==> src/rtl/df_mid_lsdc_age_13_pkg.sv <==
// Shared helpers for the age-matrix tracker: triangular storage indexing,
// gater group sizing and a population count for the multi-pick selects.
package df_mid_lsdc_age_13_pkg;

   localparam int DEF_SIZE  = 8;
   localparam int DEF_ALLOC = 4;
   localparam int DEF_SPLIT = 4;

   function automatic int tri_bits(input int size);
      return (size * (size - 1)) / 2;
   endfunction

   // Pair (i,j) with i<j maps row-major onto the upper triangle.
   function automatic int tri_idx(input int i, input int j, input int size);
      return i * size - (i * (i + 1)) / 2 + (j - i - 1);
   endfunction

   function automatic int num_groups(input int size, input int split_en, input int split_size);
      int bits;
      bits = tri_bits(size);
      if (split_en == 0) return 1;
      return (bits + split_size - 1) / split_size;
   endfunction

   function automatic int popcnt(input logic [63:0] v);
      int n;
      n = 0;
      for (int k = 0; k < 64; k++) n += int'(v[k]);
      return n;
   endfunction

endpackage

==> src/rtl/df_mid_lsdc_age_13_if.sv <==
// Queue-side bundle of the age tracker: alloc and pick requests in,
// one-hot selects and the full age matrix out.
interface df_mid_lsdc_age_13_if #(
   parameter int SIZE  = 8,
   parameter int ALLOC = 4,
   parameter int PICK  = 1
);
   logic [SIZE-1:0]             Valid;
   logic [ALLOC-1:0][SIZE-1:0]  AllocIdx;
   logic [ALLOC-1:0]            AllocVal;
   logic [PICK-1:0][SIZE-1:0]   Pickable;
   logic [PICK-1:0][SIZE-1:0]   Oldest;
   logic [PICK-1:0][SIZE-1:0]   Youngest;
   logic [SIZE-1:0][SIZE-1:0]   Age;

   modport master (
      output Valid, AllocIdx, AllocVal, Pickable,
      input  Oldest, Youngest, Age
   );

   modport slave (
      input  Valid, AllocIdx, AllocVal, Pickable,
      output Oldest, Youngest, Age
   );
endinterface

==> src/rtl/df_mid_lsdc_age_matrixcvt.sv <==
// Folds a full next-age matrix into triangular storage bits and unfolds the
// stored triangle back into the antisymmetric 2-D age matrix.
module df_mid_lsdc_age_matrixcvt
   import df_mid_lsdc_age_13_pkg::*;
#(
   parameter int SIZE = DEF_SIZE,
   parameter int TRI  = tri_bits(SIZE)
) (
   input  logic [SIZE-1:0][SIZE-1:0] nxt_age,
   output logic [TRI-1:0]            nxt_tri,
   input  logic [TRI-1:0]            tri_q,
   output logic [SIZE-1:0][SIZE-1:0] age,
   output logic                      malformed
);

   // malformed flags a next-age matrix that is not antisymmetric with a zero diagonal
   always_comb begin
      nxt_tri   = '0;
      age       = '0;
      malformed = 1'b0;
      for (int i = 0; i < SIZE; i++) begin
         for (int j = 0; j < SIZE; j++) begin
            if (i < j) begin
               nxt_tri[tri_idx(i, j, SIZE)] = nxt_age[i][j];
               malformed = malformed | (nxt_age[i][j] == nxt_age[j][i]);
               age[i][j] = tri_q[tri_idx(i, j, SIZE)];
               age[j][i] = ~tri_q[tri_idx(i, j, SIZE)];
            end else if (i == j) begin
               malformed = malformed | nxt_age[i][i];
            end
         end
      end
   end

endmodule

==> src/rtl/df_mid_lsdc_age_13.sv <==
// Age-matrix tracker: records allocation order of every entry pair in gated
// triangular flops and picks the oldest/youngest valid, pickable entry.
module df_mid_lsdc_age_13
   import df_mid_lsdc_age_13_pkg::*;
#(
   parameter int SIZE              = DEF_SIZE,
   parameter int ALLOC             = DEF_ALLOC,
   parameter int PICK              = 1,
   parameter int MULTIPICK         = 0,
   parameter int ALLOCAGE          = 1,
   parameter int ALLOCMULTIHOT     = 0,
   parameter int GATER_SPLIT_EN    = 1,
   parameter int GATER_SPLIT_SIZE  = DEF_SPLIT,
   parameter int NO_INVALID_CHECK  = 0,
   parameter int ACCURATE_GATER_EN = 1,
   parameter int CHK_MODE          = 0
) (
   input logic                  KCLK_AR,
   input logic                  Reset,
   input logic                  SSE,
   df_mid_lsdc_age_13_if.slave  bus
);

   localparam int TRI = tri_bits(SIZE);
   localparam int GS  = (GATER_SPLIT_EN != 0) ? GATER_SPLIT_SIZE : TRI;
   localparam int NG  = num_groups(SIZE, GATER_SPLIT_EN, GATER_SPLIT_SIZE);
   localparam int PW  = (ALLOC > 1) ? $clog2(ALLOC) : 1;

   logic [SIZE-1:0]            alloc;
   logic [PW-1:0]              pidx [SIZE];
   logic [SIZE-1:0][SIZE-1:0]  nxt_age;
   logic [SIZE-1:0][SIZE-1:0]  age;
   logic [TRI-1:0]             nxt_tri;
   logic [TRI-1:0]             tri_q;
   logic [TRI-1:0]             touched;
   logic [NG-1:0]              grp_hit;
   logic [NG-1:0]              grp_en;
   logic                       malformed;
   logic [PICK-1:0][SIZE-1:0]  oldest;
   logic [PICK-1:0][SIZE-1:0]  youngest;
   logic [SIZE-1:0]            cand;
   logic [SIZE-1:0]            older_c;
   logic [SIZE-1:0]            younger_c;

   // Alloc decode: pidx holds the port that orders each allocated entry
   always_comb begin
      alloc = '0;
      for (int k = 0; k < SIZE; k++) pidx[k] = '0;
      for (int a = 0; a < ALLOC; a++) begin
         for (int k = 0; k < SIZE; k++) begin
            if (bus.AllocVal[a] && bus.AllocIdx[a][k]) begin
               if (!alloc[k] || ALLOCAGE != 0) pidx[k] = PW'(a);
               alloc[k] = 1'b1;
            end
         end
      end
   end

   // Next age: allocated entries drop below all others; ties between
   // same-cycle allocs go to the lower port, then the lower entry index.
   always_comb begin
      logic v;
      v       = 1'b0;
      nxt_age = '0;
      touched = '0;
      for (int i = 0; i < SIZE; i++) begin
         for (int j = i + 1; j < SIZE; j++) begin
            if (alloc[i] && alloc[j]) v = (pidx[i] <= pidx[j]);
            else if (alloc[i])        v = 1'b0;
            else if (alloc[j])        v = 1'b1;
            else                      v = age[i][j];
            nxt_age[i][j] = v;
            nxt_age[j][i] = ~v;
            touched[tri_idx(i, j, SIZE)] = alloc[i] | alloc[j];
         end
      end
   end

   df_mid_lsdc_age_matrixcvt #(
      .SIZE (SIZE),
      .TRI  (TRI)
   ) u_cvt (
      .nxt_age   (nxt_age),
      .nxt_tri   (nxt_tri),
      .tri_q     (tri_q),
      .age       (age),
      .malformed (malformed)
   );

   always_comb begin
      grp_hit = '0;
      for (int b = 0; b < TRI; b++) grp_hit[b / GS] = grp_hit[b / GS] | touched[b];
      for (int g = 0; g < NG; g++) begin
         grp_en[g] = Reset | SSE |
                     ((ACCURATE_GATER_EN != 0) ? grp_hit[g] : (|bus.AllocVal));
      end
   end

   // Storage: each group only loads when enabled; reset wins over alloc
   always_ff @(posedge KCLK_AR) begin
      for (int b = 0; b < TRI; b++) begin
         if (grp_en[b / GS]) tri_q[b] <= Reset ? 1'b0 : nxt_tri[b];
      end
      if (CHK_MODE != 0 && !Reset) begin
         assert (!$isunknown(KCLK_AR));
         assert (!malformed);
         for (int a = 0; a < ALLOC; a++) begin
            if (ALLOCMULTIHOT == 0 && bus.AllocVal[a]) assert ($onehot(bus.AllocIdx[a]));
            for (int b2 = a + 1; b2 < ALLOC; b2++) begin
               assert (!(bus.AllocVal[a] && bus.AllocVal[b2] &&
                         (|(bus.AllocIdx[a] & bus.AllocIdx[b2]))));
            end
         end
      end
   end

   // Pick: an entry is oldest when no other candidate is older than it
   always_comb begin
      oldest    = '0;
      youngest  = '0;
      cand      = '0;
      older_c   = '0;
      younger_c = '0;
      for (int p = 0; p < PICK; p++) begin
         cand = bus.Pickable[(MULTIPICK != 0) ? 0 : p] &
                (bus.Valid | {SIZE{NO_INVALID_CHECK != 0}});
         for (int i = 0; i < SIZE; i++) begin
            for (int j = 0; j < SIZE; j++) begin
               older_c[j]   = cand[j] & age[j][i];
               younger_c[j] = cand[j] & age[i][j];
            end
            if (MULTIPICK != 0) begin
               oldest[p][i]   = cand[i] & (popcnt(64'(older_c)) == p);
               youngest[p][i] = cand[i] & (popcnt(64'(younger_c)) == p);
            end else begin
               oldest[p][i]   = cand[i] & ~(|older_c);
               youngest[p][i] = cand[i] & ~(|younger_c);
            end
         end
      end
   end

   assign bus.Oldest   = oldest;
   assign bus.Youngest = youngest;
   assign bus.Age      = age;

endmodule

==> src/flat_wrapper.sv <==
// flat-port wrapper written by rule: the top's interface ports become plain ports
module df_mid_lsdc_age_13_flat import df_mid_lsdc_age_13_pkg::*;
#(
   parameter int SIZE              = DEF_SIZE,
   parameter int ALLOC             = DEF_ALLOC,
   parameter int PICK              = 1,
   parameter int MULTIPICK         = 0,
   parameter int ALLOCAGE          = 1,
   parameter int ALLOCMULTIHOT     = 0,
   parameter int GATER_SPLIT_EN    = 1,
   parameter int GATER_SPLIT_SIZE  = DEF_SPLIT,
   parameter int NO_INVALID_CHECK  = 0,
   parameter int ACCURATE_GATER_EN = 1,
   parameter int CHK_MODE          = 0
)
  (KCLK_AR, Reset, SSE, bus_Valid, bus_AllocIdx, bus_AllocVal, bus_Pickable, bus_Oldest, bus_Youngest, bus_Age);
  df_mid_lsdc_age_13_if #(.SIZE(SIZE), .ALLOC(ALLOC), .PICK(PICK)) bus_i ();
  input logic KCLK_AR;
  input logic Reset;
  input logic SSE;
  input wire logic [$bits(bus_i.Valid)-1:0] bus_Valid;
  input wire logic [$bits(bus_i.AllocIdx)-1:0] bus_AllocIdx;
  input wire logic [$bits(bus_i.AllocVal)-1:0] bus_AllocVal;
  input wire logic [$bits(bus_i.Pickable)-1:0] bus_Pickable;
  output wire logic [$bits(bus_i.Oldest)-1:0] bus_Oldest;
  output wire logic [$bits(bus_i.Youngest)-1:0] bus_Youngest;
  output wire logic [$bits(bus_i.Age)-1:0] bus_Age;
  assign bus_i.Valid = bus_Valid;
  assign bus_i.AllocIdx = bus_AllocIdx;
  assign bus_i.AllocVal = bus_AllocVal;
  assign bus_i.Pickable = bus_Pickable;
  assign bus_Oldest = bus_i.Oldest;
  assign bus_Youngest = bus_i.Youngest;
  assign bus_Age = bus_i.Age;
  df_mid_lsdc_age_13 #(.SIZE(SIZE), .ALLOC(ALLOC), .PICK(PICK), .MULTIPICK(MULTIPICK), .ALLOCAGE(ALLOCAGE), .ALLOCMULTIHOT(ALLOCMULTIHOT), .GATER_SPLIT_EN(GATER_SPLIT_EN), .GATER_SPLIT_SIZE(GATER_SPLIT_SIZE), .NO_INVALID_CHECK(NO_INVALID_CHECK), .ACCURATE_GATER_EN(ACCURATE_GATER_EN), .CHK_MODE(CHK_MODE)) u_core (.KCLK_AR(KCLK_AR), .Reset(Reset), .SSE(SSE), .bus(bus_i));
endmodule
==> config.mk <==
export PLATFORM = sky130hd
export DESIGN_NAME = df_mid_lsdc_age_13_flat
export DESIGN_NICKNAME = d
export VERILOG_FILES = /design/src/rtl/df_mid_lsdc_age_13_pkg.sv /design/src/rtl/df_mid_lsdc_age_13_if.sv /design/src/rtl/df_mid_lsdc_age_matrixcvt.sv /design/src/rtl/df_mid_lsdc_age_13.sv /design/src/flat_wrapper.sv
export SDC_FILE = /design/constraint.sdc
export NUM_CORES = 1
export LEC_CHECK = 0
export CAP_MARGIN = 0
export CORE_ASPECT_RATIO = 0.6
export CORE_UTILIZATION = 35
export DETAILED_ROUTE_END_ITERATION = 6
export DONT_BUFFER_PORTS = 1
export PLACE_DENSITY = 0.55
export REMOVE_ABC_BUFFERS = 1
export SKIP_CTS_REPAIR_TIMING = 1
export SYNTH_ARGS = -nofsm -noshare
export SYNTH_HDL_FRONTEND = slang
export SYNTH_HIERARCHICAL = 1
export SYNTH_SLANG_ARGS = --single-unit
==> constraint.sdc <==
create_clock -name KCLK_AR -period 5.8 [get_ports KCLK_AR]
set_input_delay 0.29 -clock KCLK_AR [delete_from_list [all_inputs] [get_ports KCLK_AR]]
set_output_delay 0.29 -clock KCLK_AR [all_outputs]
set_load 0.01 [all_outputs]
==> results_dict.tcl, run 1 <==
set metrics [dict create \
    final_cells 635 \
    final_max_slew_viol_count 0 \
    cts_tree "built" \
    internal-power_uw 530 \
    p_comb_frac 0.402 \
    grt.overflow.total 0 \
    cp_slowest_stage_delay_ps 610 \
    p_switching_uw 365 \
    finClkSkew_ps 0 \
    drive_above_1_share 0.0170 \
    tightest_slew_ps 945 \
    cts_sinks 28 \
    grt_pass1_wl_um 21100 \
    largest_reg_flops 28 \
    final_hold_viol_count 0 \
    initial_utilization 0.359 \
    syn_area_sq_um 4330 \
    layout.nets 582 \
    powerDensity_nw_per_um2 222 \
    totalWireLength_um 14300 \
    post-place-cells 631 \
    period_needed_ps 2270 \
    max_flop_register "u_core/tri_q" \
    setup_viol 0 \
    syn_to_final_growth_pct -7.16 \
    worstPathArrival_ps 1980 \
    outcome "completed" \
    reg_top3 "u_core/tri_q (28)" \
    globalRouteTotalUtil 0.219 \
    die_area_sq_um 12800 \
    cts.clk_slew.worst_paths_ps 70 \
    worstPathCellList "inv_1 -> a22o_1 -> a221oi_1 -> and4_1" \
    die_h_um 88.2 \
    port_buffers 0 \
    cpMaxStageDelayCell "edfxtp_1" \
    clockBufferDepth 2 \
    drt-pass1-iter-count 5 \
    power.leakage_nw 1.70 \
    rows 31 \
    start_kind "register" \
    cts_buffers 3 \
    fillCellCount 1270 \
    antenna_found_initial 0 \
    dr_total_vias 3792 \
    io_pins 135 \
    rsz0062_at_grt "no" \
    pwr-share-clk 0.232 \
    drt_iter0_markers 390 \
    dp_hpwl_um 11300 \
    gp_congestion 0.928 \
    syn_avg_cell_area_sq_um 7.78 \
    syn_inst 557 \
    htree_levels 1 \
    hold_class "input pin to register" \
    end_kind "output pin" \
    n_antenna_cell 0 \
    ctsRootBufferMaster "clkbuf_16" \
    clk_latency_ps 270 \
    core_area_sq_um 12100 \
    wl_per_cell_um 22.5 \
    yosys_warnings 6 \
    p_sw_frac 0.408 \
    drc 0 \
    via_per_inst 5.97 \
    cpLargestDelayFamily "flip-flops" \
    p_seq_frac 0.366 \
    crit_fanout 5 \
    crit_type "register to output pin" \
    fin_crit_sh 0.391 \
    fp.dieW_um 146 \
    grt_pass1_vias 3570 \
    slew_headroom 0.370 \
    critical_path_buf_inv_count 1 \
    worstPathRequired_ps 5510 \
    max_freq_mhz 441 \
    vdd_drop_max_mv 0.130 \
    drv_cap 0 \
    grt_max_degree 31 \
    fin_setup_tns_ps 0 \
    drt.antenna.violating_nets 0 \
]
==> through the flow <==
step,setup slack (ps),cell area (sq um),utilization,total power [mW],hold slack (ps)
6_report,3530,4020,0.334,0.895,208
5_1_grt,3440,4020,0.334,0.954,197
4_1_cts,3560,4020,0.334,0.891,203
3_5_place_dp,3460,3920,0.325,0.683,491
3_3_place_gp,3520,3920,0.325,0.671,489
2_1_floorplan,3960,3710,-,0.563,481
==> worst paths after layout <==
kind	slack [ps]	depth (start not counted)	from	to
setup / recovery	3530	4	u_core/tri_q[9]	bus_Youngest[4]
hold / removal	210	1	Reset	u_core/tri_q[0]
setup reg to reg	4460	3	u_core/tri_q[7]	u_core/tri_q[7]
hold reg to reg	950	3	u_core/tri_q[14]	u_core/tri_q[14]
==> layer usage <==
layer | up-vias | GRT usage | part of all wire
li1 | 1718 | - | -
met5 | - | 0 | 0
met4 | 0 | 0.0364 | 0.0091
met1 | 1828 | 0.302 | 0.46
met2 | 230 | 0.343 | 0.42
met3 | 16 | 0.0641 | 0.11
==> power groups by stage <==
| stage | Sequential [mW] | Combinational, mW | Clock (mW) |
|---|---|---|---|
| final | 0.327 | 0.360 | 0.208 |
| after detailed placement | 0.331 | 0.352 | 0 |
| after CTS | 0.326 | 0.354 | 0.211 |
| after floorplan | 0.297 | 0.266 | 0 |
| after global placement | 0.331 | 0.340 | 0 |
| after global routing | 0.330 | 0.404 | 0.219 |
==> worst register-to-register path, delay by kind of cell (launching register included) <==
family,cells,cell delay (ps)
DFF,1,580
and+or+nand+nor,2,420
AOI/OAI and AO/OA,1,110
==> cell usage in the layout, fill, tap and decap left out, types with 3 or more instances in the layout <==
master     instances
ha_1              56
a221o_1            5
and2_1             9
a32o_1             7
conb_1             8
a22oi_1           20
edfxtp_1          28
clkbuf_16          3
o21ai_0           22
and4_1            16
inv_1             46
a22o_1            22
nor2_1            29
nor2b_1           58
nand2_1           74
a221oi_1          16
a21oi_1           34
a211oi_1           6
==> area by class of cell <==
| class | instances | area (sq um) | area share |
|---|---|---|---|
| sequential | 28 | 841 | 0.209 |
| tap | 165 | 206 | 0.0513 |
| multi-input combinational | 392 | 2700 | 0.671 |
| clock inverter | 1 | 30.0 | 0.00746 |
| clock buffer | 3 | 75.1 | 0.0187 |
| inverter | 46 | 173 | 0.0429 |
No activity file was read; power rests on OpenSTA's default activity.
==> run 2, diff against run 1 <==
- clock period: 5.8 -> 2.1 ns (I/O delays scaled with it)
==> run 2 against run 1 <==
Combinational power rose to 3.0 times the previous value; power rose to 2.8 times the previous value; clock-buffer cell count did not move; setup slack got worse by 3500 ps; sequential power rose to 2.7 times the previous value; clock power rose to 2.8 times the previous value; wire length rose by 0.89%; flip-flop and latch count did not move.
==> results_dict.tcl, run 2 (synthesized netlist as in run 1, its figures left out) <==
set metrics [dict create \
    die_h_um 88.2 \
    crit_fanout 5 \
    gp_congestion 0.925 \
    p_seq_frac 0.344 \
    clockBufferDepth 2 \
    n_antenna_cell 0 \
    cts_sinks 28 \
    grt_pass1_wl_um 21600 \
    largest_reg_flops 28 \
    grt.overflow.total 0 \
    multi_input_area_sq_um 2700 \
    final_cell_mix "74 x nand2_1, 58 x nor2b_1, 56 x ha_1" \
    fillCellCount 1278 \
    period_needed_ps 2030 \
    slew_headroom 0.581 \
    cts.clk_slew.worst_paths_ps 70 \
    finClkSkew_ps 0 \
    reg_top3 "u_core/tri_q (28)" \
    start_kind "register" \
    port_buffers 0 \
    layout.nets 598 \
    drt-pass1-iter-count 6 \
    crit_type "register to output pin" \
    syn_to_final_growth_pct -4.39 \
    grt_max_degree 31 \
    end_kind "output pin" \
    p_sw_frac 0.405 \
    pwr-share-clk 0.227 \
    layout_setup_ws_ps 74.0 \
    via_per_inst 5.91 \
    drt_iter0_markers 399 \
    drt.antenna.violating_nets 0 \
    fp.dieW_um 146 \
    hold_class "input pin to register" \
    ff2ff_path_depth 3 \
    p_comb_frac 0.429 \
    final_hold_viol_count 0 \
    globalRouteTotalUtil 0.220 \
    cts_buffers 3 \
    p_switching_mw 1.02 \
    ctsRootBufferMaster "clkbuf_16" \
    outcome "completed" \
    max_flop_register "u_core/tri_q" \
    dr_total_vias 3847 \
    antenna_found_initial 0 \
    rsz0062_at_grt "no" \
    die_area_sq_um 12800 \
    fin_crit_sh 0.965 \
    vdd_drop_max_mv 0.275 \
    final_common_cell "nand2_1" \
    core_area_sq_um 12100 \
    clk_latency_ps 270 \
    totalWireLength_um 14400 \
    max_freq_mhz 494 \
    worstPathArrival_ps 1920 \
    holdWs_ps 21.7 \
    powerDensity_nw_per_um2 609 \
    ff_latch_area_sq_um 841 \
    final_max_slew_viol_count 0 \
    cts_tree "built" \
    power.leakage_nw 1.78 \
    tightest_slew_ps 629 \
    initial_utilization 0.359 \
    worstPathRequired_ps 2000 \
    final_util 0.344 \
    wl_per_cell_um 22.2 \
    ff2ff_setup_slack_ps 910 \
    place_area_sq_um 4040 \
    drive_above_1_share 0.0494 \
    drv_cap 0 \
    grt_pass1_vias 3676 \
    dp_hpwl_um 11400 \
    internal-power_mw 1.50 \
    final_area_sq_um 4140 \
    drc 0 \
    pre_cts_slack_ps 142 \
    min_delay_path_depth 1 \
    setup_viol 0 \
    rows 31 \
    io_pins 135 \
    htree_levels 1 \
    fin_setup_tns_ps 0 \
]
-- run 2: layout make-up --
| type | count | area share |
|---|---|---|
| tap | 165 | 0.0498 |
| clock buffer | 3 | 0.0181 |
| sequential | 28 | 0.203 |
| multi-input combinational | 392 | 0.651 |
| clock inverter | 1 | 0.00725 |
| inverter | 46 | 0.0417 |
| timing repair buffer | 16 | 0.0290 |
-- run 2: through the flow --
step	power [mW]	std cells
CTS	2.51	651
finish	2.52	651
global route	2.68	651
detailed placement	1.93	647
floorplan	1.55	466
global placement	1.91	647
-- run 2: power by group through the flow --
stage | Clock [mW] | Sequential (mW) | Combinational (mW)
3_3_place_gp | 0 | 0.878 | 1.03
3_5_place_dp | 0 | 0.875 | 1.05
5_1_grt | 0.599 | 0.875 | 1.20
4_1_cts | 0.582 | 0.863 | 1.06
2_1_floorplan | 0 | 0.821 | 0.734
6_report | 0.574 | 0.868 | 1.08
-- run 2: worst paths after layout --
check                         from               to
hold reg to reg    u_core/tri_q[2]  u_core/tri_q[2]
hold / removal               Reset  u_core/tri_q[1]
setup reg to reg   u_core/tri_q[7]  u_core/tri_q[7]
setup / recovery  u_core/tri_q[13]  bus_Youngest[3]
-- run 2: critical path, cell delays in order, from the launching register on --
cell      delay (ps)
edfxtp_1         540
inv_1            180
a22o_1           260
a221oi_1         350
and4_1           320
-- run 2: routing by layer --
metal	global-route usage	share of wire	vias up
met5	0	0	-
met4	0.0258	0.0068	0
met3	0.0536	0.10	20
met2	0.342	0.43	245
met1	0.314	0.46	1828
li1	-	-	1754
